--- config.mk ---
export PLATFORM = sky130hd
export DESIGN_NAME = gemm_sequencer
export DESIGN_NICKNAME = d
export VERILOG_FILES = /design/src/rtl/gemm_pkg.sv /design/src/rtl/seq_addr_window.sv /design/src/rtl/gemm_sequencer.sv
export SDC_FILE = /design/constraint.sdc
export NUM_CORES = 1
export LEC_CHECK = 0
export ABC_AREA = 1
export CORE_ASPECT_RATIO = 1.75
export CORE_MARGIN = 5
export CORE_UTILIZATION = 37
export CTS_CLUSTER_DIAMETER = 30
export DETAILED_ROUTE_END_ITERATION = 12
export PLACE_DENSITY = 0.78
export REMOVE_ABC_BUFFERS = 1
export SYNTH_ARGS = -nofsm -noshare
export SYNTH_HDL_FRONTEND = slang
export SYNTH_SLANG_ARGS = --single-unit
export TNS_END_PERCENT = 100
--- constraint.sdc ---
create_clock -name clk -period 2.3 [get_ports clk]
set_clock_uncertainty 0.2 [all_clocks]
set_input_delay 0.69 -clock clk [delete_from_list [all_inputs] [get_ports clk]]
set_output_delay 0.69 -clock clk [all_outputs]
set_load 0.02 [all_outputs]
--- src/rtl/gemm_pkg.sv ---
`default_nettype none
// ============================================================================
// Module      : gemm_pkg
// Description : Shared opcodes, buffer ids, array ctrl encodings and the
//               sequencer state type for gemm_sequencer.
// Revision    : 1.0 - initial release
// ============================================================================
package gemm_pkg;

    localparam logic [3:0] OPC_LD       = 4'b0010;
    localparam logic [3:0] OPC_ST       = 4'b0011;
    localparam logic [3:0] OPC_GEMM     = 4'b0100;
    localparam logic [3:0] OPC_DRAINSYS = 4'b0101;

    localparam logic [1:0] BUF_TOP  = 2'd0;
    localparam logic [1:0] BUF_LEFT = 2'd1;
    localparam logic [1:0] BUF_DOWN = 2'd2;
    localparam logic [1:0] BUF_RSVD = 2'd3;

    localparam logic [3:0] CTRL_IDLE   = 4'd0;
    localparam logic [3:0] CTRL_STEADY = 4'd1;
    localparam logic [3:0] CTRL_DRAIN  = 4'd3;

    typedef enum logic [1:0] {
        S_IDLE   = 2'd0,
        S_STEADY = 2'd1,
        S_DRAIN  = 2'd2,
        S_STORE  = 2'd3
    } seq_state_t;

    function automatic int max3(input int a, input int b, input int c);
        int m;
        m = (a > b) ? a : b;
        return (m > c) ? m : c;
    endfunction

endpackage
`default_nettype wire

--- src/rtl/seq_addr_window.sv ---
`default_nettype none
// ============================================================================
// Module      : seq_addr_window
// Description : One SRAM read window: start/end register pair loaded from a
//               base location, end = start + SPAN with modulo wrap.
// Revision    : 1.0 - initial release
// ============================================================================
module seq_addr_window #(
    parameter int ADDR_W = 5,
    parameter int SPAN   = 6
) (
    input  logic              clk,
    input  logic              rst,
    input  logic              i_load,
    input  logic [ADDR_W-1:0] i_loc,
    output logic [ADDR_W-1:0] o_start,
    output logic [ADDR_W-1:0] o_end
);

    localparam logic [ADDR_W-1:0] c_span = ADDR_W'(SPAN);

    logic [ADDR_W-1:0] r_start;
    logic [ADDR_W-1:0] r_end;

    always_ff @(posedge clk) begin
        if (rst) begin
            r_start <= '0;
            r_end   <= '0;
        end else if (i_load) begin
            r_start <= i_loc;
            r_end   <= i_loc + c_span;
        end
    end

    assign o_start = r_start;
    assign o_end   = r_end;

endmodule
`default_nettype wire

--- src/rtl/gemm_sequencer.sv ---
`default_nettype none
// ============================================================================
// Module      : gemm_sequencer
// Description : Instruction-driven LD/ST/GEMM/DRAINSYS controller for the
//               systolic array with counted STEADY/DRAIN/STORE phases.
//               Option macro GEMM_AUTO_DRAIN_EN chains DRAIN after STEADY.
// Revision    : 1.0 - initial release
// ============================================================================
module gemm_sequencer
    import gemm_pkg::*;
#(
    parameter int NUM_ROW              = 4,
    parameter int NUM_COL              = 4,
    parameter int LOG2_SRAM_BANK_DEPTH = 5,
    parameter int CTRL_WIDTH           = 4,
    parameter int OPCODE_WIDTH         = 4,
    parameter int BUF_ID_WIDTH         = 2,
    parameter int MEM_LOC_WIDTH        = 10,
    parameter int STEADY_CYCLES        = 10,
    parameter int DRAIN_CYCLES         = 6
) (
    input  logic                            clk,
    input  logic                            rst,
    input  logic                            i_inst_valid,
    output logic                            o_inst_ready,
    input  logic [OPCODE_WIDTH-1:0]         i_opcode,
    input  logic [BUF_ID_WIDTH-1:0]         i_buf_id,
    input  logic [MEM_LOC_WIDTH-1:0]        i_mem_loc,
    output logic [CTRL_WIDTH-1:0]           o_ctrl_state,
    output logic [LOG2_SRAM_BANK_DEPTH-1:0] o_top_rd_start_addr,
    output logic [LOG2_SRAM_BANK_DEPTH-1:0] o_top_rd_end_addr,
    output logic [LOG2_SRAM_BANK_DEPTH-1:0] o_left_rd_start_addr,
    output logic [LOG2_SRAM_BANK_DEPTH-1:0] o_left_rd_end_addr,
    output logic [LOG2_SRAM_BANK_DEPTH-1:0] o_down_rd_start_addr,
    output logic [LOG2_SRAM_BANK_DEPTH-1:0] o_down_rd_end_addr,
    output logic                            o_down_rd_en,
    output logic [LOG2_SRAM_BANK_DEPTH-1:0] o_down_rd_addr,
    output logic                            o_busy,
    output logic                            o_err
);

    localparam int c_addr_w    = LOG2_SRAM_BANK_DEPTH;
    localparam int c_max_phase = max3(STEADY_CYCLES, DRAIN_CYCLES, NUM_ROW);
    localparam int c_cnt_w     = $clog2(c_max_phase) + 1;

    localparam logic [c_cnt_w-1:0] c_steady_ld = c_cnt_w'(STEADY_CYCLES - 1);
    localparam logic [c_cnt_w-1:0] c_drain_ld  = c_cnt_w'(DRAIN_CYCLES - 1);
    localparam logic [c_cnt_w-1:0] c_store_ld  = c_cnt_w'(NUM_ROW - 1);

    localparam logic [OPCODE_WIDTH-1:0] c_opc_ld    = OPCODE_WIDTH'(OPC_LD);
    localparam logic [OPCODE_WIDTH-1:0] c_opc_st    = OPCODE_WIDTH'(OPC_ST);
    localparam logic [OPCODE_WIDTH-1:0] c_opc_gemm  = OPCODE_WIDTH'(OPC_GEMM);
    localparam logic [OPCODE_WIDTH-1:0] c_opc_drain = OPCODE_WIDTH'(OPC_DRAINSYS);

    localparam logic [BUF_ID_WIDTH-1:0] c_buf_top  = BUF_ID_WIDTH'(BUF_TOP);
    localparam logic [BUF_ID_WIDTH-1:0] c_buf_left = BUF_ID_WIDTH'(BUF_LEFT);
    localparam logic [BUF_ID_WIDTH-1:0] c_buf_down = BUF_ID_WIDTH'(BUF_DOWN);

    localparam logic [CTRL_WIDTH-1:0] c_ctrl_idle   = CTRL_WIDTH'(CTRL_IDLE);
    localparam logic [CTRL_WIDTH-1:0] c_ctrl_steady = CTRL_WIDTH'(CTRL_STEADY);
    localparam logic [CTRL_WIDTH-1:0] c_ctrl_drain  = CTRL_WIDTH'(CTRL_DRAIN);

    generate
        if (STEADY_CYCLES < 1 || DRAIN_CYCLES < 1 || NUM_ROW < 1) begin : g_bad_phase
            $error("gemm_sequencer: phase lengths must be non-zero");
        end
        if (MEM_LOC_WIDTH < LOG2_SRAM_BANK_DEPTH) begin : g_bad_loc
            $error("gemm_sequencer: MEM_LOC_WIDTH narrower than SRAM address");
        end
    endgenerate

    seq_state_t         r_state;
    seq_state_t         w_state_nxt;
    logic [c_cnt_w-1:0] r_cnt;
    logic [c_cnt_w-1:0] w_cnt_nxt;
    logic [c_cnt_w-1:0] w_store_k;
    logic               r_err;
    logic               w_err_nxt;
    logic               r_rdy_en;
    logic               w_accept;
    logic               w_is_ld;
    logic               w_is_st;
    logic               w_is_gemm;
    logic               w_is_drain;
    logic               w_ld_top;
    logic               w_ld_left;
    logic               w_ld_down;
    logic               w_bad_buf;
    logic               w_rd_en;
    logic               w_unused_loc;
    logic [CTRL_WIDTH-1:0] w_ctrl;
    logic [c_addr_w-1:0]   w_loc;

    // ready is held low for the first cycle after reset releases
    assign o_inst_ready = r_rdy_en && (r_state == S_IDLE);
    assign w_accept     = i_inst_valid && o_inst_ready;

    assign w_is_ld    = (i_opcode == c_opc_ld);
    assign w_is_st    = (i_opcode == c_opc_st);
    assign w_is_gemm  = (i_opcode == c_opc_gemm);
    assign w_is_drain = (i_opcode == c_opc_drain);

    assign w_loc        = i_mem_loc[c_addr_w-1:0];
    assign w_unused_loc = ^i_mem_loc;

    assign w_bad_buf = !((i_buf_id == c_buf_top) || (i_buf_id == c_buf_left) ||
                         (i_buf_id == c_buf_down));
    assign w_ld_top  = w_accept && w_is_ld && (i_buf_id == c_buf_top);
    assign w_ld_left = w_accept && w_is_ld && (i_buf_id == c_buf_left);
    assign w_ld_down = w_accept && w_is_ld && (i_buf_id == c_buf_down);

    seq_addr_window #(
        .ADDR_W (c_addr_w),
        .SPAN   (NUM_ROW + NUM_COL - 2)
    ) u_top_win (
        .clk     (clk),
        .rst     (rst),
        .i_load  (w_ld_top),
        .i_loc   (w_loc),
        .o_start (o_top_rd_start_addr),
        .o_end   (o_top_rd_end_addr)
    );

    seq_addr_window #(
        .ADDR_W (c_addr_w),
        .SPAN   (NUM_ROW + NUM_COL - 2)
    ) u_left_win (
        .clk     (clk),
        .rst     (rst),
        .i_load  (w_ld_left),
        .i_loc   (w_loc),
        .o_start (o_left_rd_start_addr),
        .o_end   (o_left_rd_end_addr)
    );

    seq_addr_window #(
        .ADDR_W (c_addr_w),
        .SPAN   (NUM_ROW + NUM_COL - 2)
    ) u_down_win (
        .clk     (clk),
        .rst     (rst),
        .i_load  (w_ld_down),
        .i_loc   (w_loc),
        .o_start (o_down_rd_start_addr),
        .o_end   (o_down_rd_end_addr)
    );

    always_ff @(posedge clk) begin
        if (rst) begin
            r_state  <= S_IDLE;
            r_cnt    <= '0;
            r_err    <= 1'b0;
            r_rdy_en <= 1'b0;
        end else begin
            r_state  <= w_state_nxt;
            r_cnt    <= w_cnt_nxt;
            r_err    <= w_err_nxt;
            r_rdy_en <= 1'b1;
        end
    end

    always_comb begin
        w_state_nxt = r_state;
        w_cnt_nxt   = r_cnt;
        w_err_nxt   = 1'b0;
        w_ctrl      = c_ctrl_idle;
        w_rd_en     = 1'b0;
        case (r_state)
            S_IDLE: begin
                if (w_accept) begin
                    if (w_is_gemm) begin
                        w_state_nxt = S_STEADY;
                        w_cnt_nxt   = c_steady_ld;
                    end else if (w_is_drain) begin
                        w_state_nxt = S_DRAIN;
                        w_cnt_nxt   = c_drain_ld;
                    end else if (w_is_st) begin
                        w_state_nxt = S_STORE;
                        w_cnt_nxt   = c_store_ld;
                    end else if (w_is_ld) begin
                        w_err_nxt = w_bad_buf;
                    end else begin
                        w_err_nxt = 1'b1;
                    end
                end
            end
            S_STEADY: begin
                w_ctrl = c_ctrl_steady;
                if (r_cnt == '0) begin
`ifdef GEMM_AUTO_DRAIN_EN
                    w_state_nxt = S_DRAIN;
                    w_cnt_nxt   = c_drain_ld;
`else
                    w_state_nxt = S_IDLE;
`endif
                end else begin
                    w_cnt_nxt = r_cnt - 1'b1;
                end
            end
            S_DRAIN: begin
                w_ctrl = c_ctrl_drain;
                if (r_cnt == '0) begin
                    w_state_nxt = S_IDLE;
                end else begin
                    w_cnt_nxt = r_cnt - 1'b1;
                end
            end
            S_STORE: begin
                w_rd_en = 1'b1;
                if (r_cnt == '0) begin
                    w_state_nxt = S_IDLE;
                end else begin
                    w_cnt_nxt = r_cnt - 1'b1;
                end
            end
            default: begin
                w_state_nxt = S_IDLE;
                w_cnt_nxt   = '0;
            end
        endcase
    end

    // the counter runs down, so the store offset is its distance from the load value
    assign w_store_k      = c_store_ld - r_cnt;
    assign o_down_rd_en   = w_rd_en;
    assign o_down_rd_addr = w_rd_en ? (o_down_rd_start_addr + c_addr_w'(w_store_k)) : '0;
    assign o_ctrl_state   = w_ctrl;
    assign o_busy         = (r_state != S_IDLE);
    assign o_err          = r_err;

endmodule
`default_nettype wire

==> impl_results.html, run 1 <==
<table>
<tr><th>Metric</th><th>Value</th></tr>
<tr><th colspan="2">Run status</th></tr>
<tr><td>Run status</td><td>complete, but fails checks</td></tr>
<tr><td>Violations in the final reports</td><td>setup timing</td></tr>
<tr><th colspan="2">Worst setup path</th></tr>
<tr><td>Largest fanout on the critical path</td><td>2</td></tr>
<tr><td>Worst-case register-to-register setup slack</td><td>about 0.38 ns</td></tr>
<tr><td>Critical path required time</td><td>approximately 1.4 ns</td></tr>
<tr><td>Launching point of the worst reg2reg path</td><td>r_cnt[1]</td></tr>
<tr><td>Critical path endpoint category</td><td>output pin</td></tr>
<tr><td>Worst Setup Start Kind</td><td>register</td></tr>
<tr><td>Worst setup path startpoint</td><td>r_cnt[1]</td></tr>
<tr><td>Worst-case reg-to-reg path depth</td><td>11</td></tr>
<tr><td>Worst reg2reg path endpoint</td><td>r_cnt[4]</td></tr>
<tr><td>Endpoint arrival time on the critical path</td><td>1.83 ns</td></tr>
<tr><td>Kind of critical path</td><td>register to output pin</td></tr>
<tr><td>Worst setup path endpoint</td><td>o_down_rd_addr[2]</td></tr>
<tr><th colspan="2">Logic synthesis</th></tr>
<tr><td>Sequential-to-total area share from yosys stat</td><td>a little over a third</td></tr>
<tr><td>#FFs+latches synth</td><td>36</td></tr>
<tr><td>Number of distinct library cells after synthesis</td><td>29</td></tr>
<tr><td>Fraction of synthesized area in multiplexers</td><td>0%</td></tr>
<tr><td>Cell area after synthesis</td><td>2000 um2</td></tr>
<tr><td>Synth Area per Inst</td><td>7.19 um2</td></tr>
<tr><td>Gate count after technology mapping</td><td>278</td></tr>
<tr><td>Most numerous cell in the Yosys netlist</td><td>sky130_fd_sc_hd__nand2_1</td></tr>
<tr><td>Simple-Gate Fraction of Synth Area</td><td>34.8%</td></tr>
<tr><td>Post-synthesis xor/xnor area fraction</td><td>less than 1%</td></tr>
<tr><td>Share of Yosys cell area claimed by the top area cell type</td><td>between 30% and 40%</td></tr>
<tr><td>EDFF count, synth</td><td>0</td></tr>
<tr><td>Fraction of synthesis flops using an asynchronous set or reset pin</td><td>0%</td></tr>
<tr><td>Combinational family with the most area after synthesis</td><td>simple AND/OR/NAND/NOR gates</td></tr>
<tr><td>Adder-Cell Fraction of Synth Area</td><td>roughly 8.5%</td></tr>
<tr><td>Post-synthesis compound-gate area fraction</td><td>8.14%</td></tr>
<tr><td>Area contributors post-synth</td><td>sky130_fd_sc_hd__dfxtp_1 36%, sky130_fd_sc_hd__nand2_1 14%, sky130_fd_sc_hd__ha_1 7.5%, sky130_fd_sc_hd__a21oi_1 7.3%, sky130_fd_sc_hd__inv_1 6.6%</td></tr>
<tr><td>Count of synthesis-stage warnings from yosys</td><td>0</td></tr>
<tr><td>Post-synthesis cell type with the largest combined area</td><td>sky130_fd_sc_hd__dfxtp_1</td></tr>
<tr><td>Most frequently used flop master after synthesis</td><td>sky130_fd_sc_hd__dfxtp_1</td></tr>
<tr><td>Most used standard cells in the synthesized netlist</td><td>73 x sky130_fd_sc_hd__nand2_1, 36 x sky130_fd_sc_hd__dfxtp_1, 35 x sky130_fd_sc_hd__inv_1</td></tr>
<tr><th colspan="2">GRT</th></tr>
<tr><td>First-pass GRT wire length</td><td>8910 um</td></tr>
<tr><td>Pin count of the biggest net entering global routing</td><td>23</td></tr>
<tr><td>Total Routing Usage GR</td><td>~16%</td></tr>
<tr><td>Initial antenna violation count</td><td>0</td></tr>
<tr><td>Busiest layer in global routing</td><td>met2</td></tr>
<tr><td>GRT Residual Overflow</td><td>0</td></tr>
<tr><td>Number of global-route vias before repair</td><td>2055</td></tr>
<tr><td>GR met1 Demand/Resource</td><td>15.6%</td></tr>
<tr><td>Met2 demand-to-capacity share in global routing</td><td>~32%</td></tr>
<tr><td>Met3 usage</td><td>under 10%</td></tr>
<tr><th colspan="2">Place</th></tr>
<tr><td>Placed Instances</td><td>~410</td></tr>
<tr><td>Placed cell areas</td><td>2810 um2</td></tr>
<tr><td>Total of buffers placed on input and output ports</td><td>54</td></tr>
<tr><td>Global placement routability congestion</td><td>0.784</td></tr>
<tr><td>DP Wirelength</td><td>4130 um</td></tr>
<tr><td>Worst slack at placement</td><td>-0.660 ns</td></tr>
<tr><th colspan="2">Routing</th></tr>
<tr><td>Via total after detailed routing</td><td>between 2000 and 2500</td></tr>
<tr><td>Post-detailed-routing wire length</td><td>~5600 um</td></tr>
<tr><td>Drt wl/cell</td><td>about 13 um</td></tr>
<tr><td>Detailed Route Iter0 Violations</td><td>between 50 and 60</td></tr>
<tr><td>DRC violations left</td><td>0</td></tr>
<tr><td>Post-route antenna net violation count</td><td>0</td></tr>
<tr><td>First drt pass iteration count</td><td>5</td></tr>
<tr><td>Drt via density</td><td>4.96</td></tr>
<tr><th colspan="2">Timing</th></tr>
<tr><td>Period utilization</td><td>118%</td></tr>
<tr><td>Final Setup Violations</td><td>3</td></tr>
<tr><td>Final hold violation count</td><td>0</td></tr>
<tr><td>Setup slack of the critical path after layout</td><td>-0.417 ns</td></tr>
<tr><td>Final period demand of the worst path</td><td>~2.7 ns</td></tr>
<tr><td>Max Freq</td><td>~370 MHz</td></tr>
<tr><td>Total negative setup slack</td><td>-1.18 ns</td></tr>
<tr><td>Max-slew violation total from the final report</td><td>0</td></tr>
<tr><td>Setup repair after global routing missed its margin</td><td>yes</td></tr>
<tr><th colspan="2">Clock network</th></tr>
<tr><td>Clock buffers created by TritonCTS</td><td>5</td></tr>
<tr><td>Insertion delay to the later sink of the worst-skew pair</td><td>about 0.29 ns</td></tr>
<tr><td># H-tree levels</td><td>2</td></tr>
<tr><td>Clock root buffer</td><td>sky130_fd_sc_hd__clkbuf_8</td></tr>
<tr><td>Number of sinks handled by clock tree synthesis</td><td>36</td></tr>
<tr><td>Register clock-pin slew on the reported worst setup and hold paths</td><td>around 0.070 ns</td></tr>
<tr><td>Post-cts hold buffer count</td><td>0</td></tr>
<tr><td>Clk buf depth</td><td>2</td></tr>
<tr><td>TritonCTS clock tree</td><td>yes</td></tr>
<tr><th colspan="2">Power</th></tr>
<tr><td>Largest voltage drop on the vdd net</td><td>around 0.4 mV</td></tr>
<tr><td>Static Leakage</td><td>about 1.4 nW</td></tr>
<tr><td>Power density over the cells</td><td>around 690 nW/um2</td></tr>
<tr><th colspan="2">Finish</th></tr>
<tr><td>Final non-filler cell total</td><td>between 400 and 500</td></tr>
<tr><td>Footprint of the flip-flops and latches</td><td>around 730 um2</td></tr>
<tr><td>Multi-input logic area</td><td>1160 um2</td></tr>
<tr><td>Relative area change from synthesis to final layout</td><td>51.2%</td></tr>
<tr><td>Share of layout cells above drive strength 1</td><td>approximately a quarter</td></tr>
<tr><td>Layout Utilization</td><td>between 50% and 60%</td></tr>
<tr><td>Count of inserted antenna diode cells</td><td>0</td></tr>
<tr><td>Nets@finish</td><td>400</td></tr>
<tr><td>Number of fill cells in the layout</td><td>around 490</td></tr>
<tr><td>Final non-filler cell area</td><td>slightly above 3000 um2</td></tr>
<tr><th colspan="2">Floorplanning</th></tr>
<tr><td>Placement Rows</td><td>35</td></tr>
<tr><td>Area inside the core boundary</td><td>between 5000 and 6000 um2</td></tr>
<tr><td>Die Footprint</td><td>~7000 um2</td></tr>
<tr><td>Horizontal die dimension</td><td>about 66 um</td></tr>
<tr><td>Floorplan die height</td><td>about 110 um</td></tr>
<tr><td>Top-level port count</td><td>62</td></tr>
<tr><td>Initial Utilization</td><td>a little under two fifths</td></tr>
<tr><th colspan="2">Hold path</th></tr>
<tr><td>Beginning of the worst hold path</td><td>u_left_win.o_end[1]</td></tr>
<tr><td>HP Class</td><td>register to register</td></tr>
<tr><th colspan="2">Job</th></tr>
<tr><td>Count of maximum capacitance violations</td><td>0</td></tr>
</table>
[metrics by stage]
step | power [mW] | hold slack (ns)
after floorplan | 1.17 | 0.279
after global placement | 1.50 | 0.236
after detailed placement | 1.53 | 0.252
after CTS | 2.04 | 0.263
after global routing | 2.22 | 0.277
final | 2.08 | 0.258
[registers in the layout (all words and copies together), names as in the netlist]
register / flops
u_down_win.o_end: 4
r_rdy_en: 1
u_top_win.o_end: 5
u_top_win.o_start: 4
r_cnt: 5
r_state: 2
o_err: 1
u_left_win.o_start: 4
u_left_win.o_end: 5
u_down_win.o_start: 5
[what timing repair did]
action / CTS / global route
resized for setup: 45 / 20
endpoints found under the setup margin: 10 / 10
setup buffers: 1 / 2
pin swaps: 4 / 7
[critical path: stages (launching register included)]
cell and delay, ns:
sky130_fd_sc_hd__dfxtp_2 0.34, sky130_fd_sc_hd__inv_2 0.05, sky130_fd_sc_hd__ha_4 0.22, sky130_fd_sc_hd__ha_4 0.17, sky130_fd_sc_hd__fa_2 0.52, sky130_fd_sc_hd__nand2_1 0.07, sky130_fd_sc_hd__inv_2 0.07, sky130_fd_sc_hd__buf_6 0.11
[kinds of logic after synthesis]
kind of cell / count (synthesis)
AOI/OAI and AO/OA: 32
xor gates and xnor gates: 2
other: 1
buffers and inverters: 48
adders and majority gates: 13
DFF: 36
and+or+nand+nor: 146
[report_power, final]
group          switching [mW]  internal (mW)
Sequential             0.0264          0.665
Combinational           0.520          0.407
Clock                   0.248          0.214
Total                   0.794           1.29
[metal layers]
metal / wire length [um] / part of all wire, %
met1: 1960 / 35
met2: 3180 / 57
met3: 270 / 4.8
met4: 159 / 2.9
met5: 0 / 0
[layout by cell type, fill, tap and decap left out, types with 3 or more instances in the layout]
cell type / n
sky130_fd_sc_hd__inv_1: 30
sky130_fd_sc_hd__nand4_1: 12
sky130_fd_sc_hd__nand2_1: 71
sky130_fd_sc_hd__nor2_1: 31
sky130_fd_sc_hd__buf_4: 41
sky130_fd_sc_hd__clkbuf_8: 5
sky130_fd_sc_hd__inv_2: 5
sky130_fd_sc_hd__ha_1: 3
sky130_fd_sc_hd__ha_4: 6
sky130_fd_sc_hd__nor2_2: 3
sky130_fd_sc_hd__nand2_2: 4
sky130_fd_sc_hd__ha_2: 3
sky130_fd_sc_hd__nand3_2: 4
sky130_fd_sc_hd__nand3_1: 12
sky130_fd_sc_hd__dfxtp_2: 5
sky130_fd_sc_hd__clkbuf_2: 3
sky130_fd_sc_hd__a21oi_1: 29
sky130_fd_sc_hd__dfxtp_1: 31
sky130_fd_sc_hd__clkdlybuf4s50_1: 42
[area by class of cell]
class	instances	share of cell area [%]
inverters	36	4.55
flip-flops and latches	36	24.0
clock buffers	5	2.28
multi-input cells	195	38.3
clock inverters	3	0.786
repair buffers	94	27.7
well taps	55	2.28
[worst min-delay path by stage]
stage	end	slack [ns]	cells after the start
after floorplan	r_cnt[1]	0.28	2
after global placement	u_left_win.o_end[1]	0.24	2
after detailed placement	u_left_win.o_end[1]	0.25	2
after CTS	u_left_win.o_end[1]	0.26	2
after global routing	u_left_win.o_end[1]	0.28	2
final	u_left_win.o_end[1]	0.26	2
Power figures use the tool's default switching activity.
==> inputs of run 2 (changes only) <==
--- a/config.mk
+++ b/config.mk
@@ -7,11 +7,11 @@
 export LEC_CHECK = 0
 export ABC_AREA = 1
 export CORE_ASPECT_RATIO = 1.75
-export CORE_MARGIN = 5
-export CORE_UTILIZATION = 37
+export CORE_MARGIN = 3
+export CORE_UTILIZATION = 35
 export CTS_CLUSTER_DIAMETER = 30
 export DETAILED_ROUTE_END_ITERATION = 12
-export PLACE_DENSITY = 0.78
+export PLACE_DENSITY = 0.75
 export REMOVE_ABC_BUFFERS = 1
 export SYNTH_ARGS = -nofsm -noshare
 export SYNTH_HDL_FRONTEND = slang
==> run 2 against run 1 <==
The flow still finishes with violations (setup timing). Critical path depth unchanged. Sequential share of layout area grew 0.17 points. Maximum frequency is 2.0% higher. Final area fell by 0.70%. Clock-buffer cell count stayed put. First-iteration DRC count decreased by 5.6%. Register-to-register slack worse by 0.05 ns. Worst hold slack worse by 0.0061 ns. Global-route usage is essentially flat. Via count fell by 1.3%. Non-clock buffer count shrank 3. Routed wire length shrank 6.0%. Critical path type unchanged. Largest cell class unchanged. Highest routed layer unchanged.
==> impl_results.html, run 2 (same netlist as run 1, synthesis figures left out) <==
<table>
<tr><th>Metric</th><th>Value</th></tr>
<tr><th colspan="2">Routing</th></tr>
<tr><td>Via total after detailed routing</td><td>slightly above 2000</td></tr>
<tr><td>Detailed Route Iter0 Violations</td><td>51</td></tr>
<tr><td>Post-route antenna net violation count</td><td>0</td></tr>
<tr><td>DRC violations left</td><td>0</td></tr>
<tr><td>Drt via density</td><td>approximately 4.7</td></tr>
<tr><td>Post-detailed-routing wire length</td><td>roughly 5200 um</td></tr>
<tr><td>Drt wl/cell</td><td>11.9 um</td></tr>
<tr><td>First drt pass iteration count</td><td>4</td></tr>
<tr><th colspan="2">Floorplanning</th></tr>
<tr><td>Horizontal die dimension</td><td>about 63 um</td></tr>
<tr><td>Top-level port count</td><td>62</td></tr>
<tr><td>Floorplan die height</td><td>106 um</td></tr>
<tr><td>Initial Utilization</td><td>a little under two fifths</td></tr>
<tr><td>Die Footprint</td><td>~6700 um2</td></tr>
<tr><td>Area inside the core boundary</td><td>roughly 5400 um2</td></tr>
<tr><td>Placement Rows</td><td>35</td></tr>
<tr><th colspan="2">Clock network</th></tr>
<tr><td>Number of sinks handled by clock tree synthesis</td><td>36</td></tr>
<tr><td>Register clock-pin slew on the reported worst setup and hold paths</td><td>approximately 0.070 ns</td></tr>
<tr><td>Insertion delay to the later sink of the worst-skew pair</td><td>~0.29 ns</td></tr>
<tr><td>Clock root buffer</td><td>sky130_fd_sc_hd__clkbuf_8</td></tr>
<tr><td># H-tree levels</td><td>2</td></tr>
<tr><td>Clk buf depth</td><td>2</td></tr>
<tr><td>Clock buffers created by TritonCTS</td><td>5</td></tr>
<tr><td>TritonCTS clock tree</td><td>yes</td></tr>
<tr><th colspan="2">Worst setup path</th></tr>
<tr><td>Endpoint arrival time on the critical path</td><td>between 1.5 and 2 ns</td></tr>
<tr><td>Worst Setup Start Kind</td><td>register</td></tr>
<tr><td>Largest fanout on the critical path</td><td>2</td></tr>
<tr><td>Critical path endpoint category</td><td>output pin</td></tr>
<tr><td>Worst-case reg-to-reg path depth</td><td>9</td></tr>
<tr><td>Critical path required time</td><td>1.41 ns</td></tr>
<tr><td>Kind of critical path</td><td>register to output pin</td></tr>
<tr><th colspan="2">Power</th></tr>
<tr><td>Power density over the cells</td><td>slightly below 700 nW/um2</td></tr>
<tr><td>Static Leakage</td><td>between 1 and 1.5 nW</td></tr>
<tr><td>Largest voltage drop on the vdd net</td><td>around 0.43 mV</td></tr>
<tr><th colspan="2">Hold path</th></tr>
<tr><td>HP Class</td><td>register to register</td></tr>
<tr><td>Number of instances on the worst hold path</td><td>2</td></tr>
<tr><th colspan="2">Timing</th></tr>
<tr><td>Max Freq</td><td>~380 MHz</td></tr>
<tr><td>Setup slack of the critical path after layout</td><td>-0.364 ns</td></tr>
<tr><td>Final Setup Violations</td><td>3</td></tr>
<tr><td>Final period demand of the worst path</td><td>~2.7 ns</td></tr>
<tr><td>Setup repair after global routing missed its margin</td><td>yes</td></tr>
<tr><td>Final hold violation count</td><td>0</td></tr>
<tr><td>Period utilization</td><td>116%</td></tr>
<tr><td>Max-slew violation total from the final report</td><td>0</td></tr>
<tr><th colspan="2">Finish</th></tr>
<tr><td>Relative area change from synthesis to final layout</td><td>50.1%</td></tr>
<tr><td>Commonest cells after routing, fill and taps aside</td><td>73 x sky130_fd_sc_hd__nand2_1, 43 x sky130_fd_sc_hd__clkdlybuf4s50_1, 39 x sky130_fd_sc_hd__buf_4, 32 x sky130_fd_sc_hd__nor2_1</td></tr>
<tr><td>Most common cell after layout, fill and taps aside</td><td>sky130_fd_sc_hd__nand2_1</td></tr>
<tr><td>Number of fill cells in the layout</td><td>between 500 and 600</td></tr>
<tr><td>Nets@finish</td><td>slightly below 400</td></tr>
<tr><td>Count of inserted antenna diode cells</td><td>0</td></tr>
<tr><td>Final non-filler cell total</td><td>440</td></tr>
<tr><td>Layout Utilization</td><td>about 56%</td></tr>
<tr><td>Share of layout cells above drive strength 1</td><td>24.0%</td></tr>
<tr><th colspan="2">Place</th></tr>
<tr><td>Placed Instances</td><td>431</td></tr>
<tr><td>Global placement routability congestion</td><td>slightly above 0.8</td></tr>
<tr><td>Total of buffers placed on input and output ports</td><td>54</td></tr>
<tr><td>DP Wirelength</td><td>4040 um</td></tr>
<tr><th colspan="2">GRT</th></tr>
<tr><td>GRT Residual Overflow</td><td>0</td></tr>
<tr><td>Initial antenna violation count</td><td>0</td></tr>
<tr><td>Pin count of the biggest net entering global routing</td><td>23</td></tr>
<tr><td>Number of global-route vias before repair</td><td>between 2000 and 2500</td></tr>
<tr><td>First-pass GRT wire length</td><td>about 9000 um</td></tr>
<tr><td>Total Routing Usage GR</td><td>approximately 16%</td></tr>
<tr><th colspan="2">Run status</th></tr>
<tr><td>Run status</td><td>complete, but fails checks</td></tr>
<tr><td>Violations in the final reports</td><td>setup timing</td></tr>
<tr><th colspan="2">Job</th></tr>
<tr><td>Count of maximum capacitance violations</td><td>0</td></tr>
</table>
[run 2: cell types whose count changed in the layout (fill, tap and decap cells not counted), sizes merged]
cell and delta:
buf -2, clkdlybuf4s15 -1, clkdlybuf4s50 +1, clkinv +2
clkinvlp -2, dlymetal6s2s -1
[run 2: routing by layer]
layer	vias up	share of wire (%)	global-route usage (%)
met5	-	0	0
met4	0	3.3	8.37
met3	18	3.3	2.75
met2	63	54	31.1
met1	937	39	16.5
li1	1057	-	-
[run 2: worst paths after layout]
check                           to  slack (ns)                start
max reg2reg  u_left_win.o_start[1]        0.33           r_state[1]
min reg2reg    u_left_win.o_end[1]        0.25  u_left_win.o_end[1]
min            u_left_win.o_end[1]        0.25  u_left_win.o_end[1]
max              o_down_rd_addr[2]       -0.36             r_cnt[1]
[run 2: repair_timing]
action                     4_1_cts  5_1_grt
hold buffers                     0        0
pin swaps                        5        4
setup endpoints to repair       10       10
setup buffers                    1        0
resized for setup               47       14
[run 2: critical path: stages (launching register included)]
cell and delay, ns:
sky130_fd_sc_hd__dfxtp_2 0.33, sky130_fd_sc_hd__inv_2 0.05, sky130_fd_sc_hd__ha_4 0.21, sky130_fd_sc_hd__ha_4 0.16
sky130_fd_sc_hd__fa_2 0.51, sky130_fd_sc_hd__nand2_1 0.05, sky130_fd_sc_hd__inv_1 0.07, sky130_fd_sc_hd__buf_6 0.11
[run 2: metrics by stage]
| step | setup TNS (ns) | power (mW) | area [um2] | worst slack [ns] | hold WS, ns |
|---|---|---|---|---|---|
| global route | -1.29 | 2.18 | 3000 | -0.443 | 0.282 |
| finish | -1.04 | 2.03 | 3000 | -0.364 | 0.252 |
| global placement | -2.00 | 1.50 | 2830 | -0.612 | 0.236 |
| CTS | -1.09 | 2.02 | 2990 | -0.391 | 0.257 |
| detailed placement | -2.23 | 1.52 | 2830 | -0.661 | 0.247 |
| floorplan | -0.769 | 1.17 | 1910 | -0.301 | 0.279 |
[run 2: power breakdown]
group	total, mW	internal (mW)	switching (mW)	leakage [nW]
logic	0.890	0.397	0.492	1.03
registers	0.692	0.665	0.0264	0.293
clock network	0.448	0.211	0.237	0.0479
total	2.03	1.27	0.756	1.37
[run 2: cell type report]
| type | instances | area (um2) | share of cell area, % |
|---|---|---|---|
| clock inverter | 3 | 18.8 | 0.625 |
| sequential | 36 | 727 | 24.2 |
| timing repair buffer | 91 | 805 | 26.8 |
| tap | 74 | 92.6 | 3.08 |
| inverter | 36 | 138 | 4.59 |
| clock buffer | 5 | 68.8 | 2.29 |
| multi-input combinational | 195 | 1150 | 38.4 |
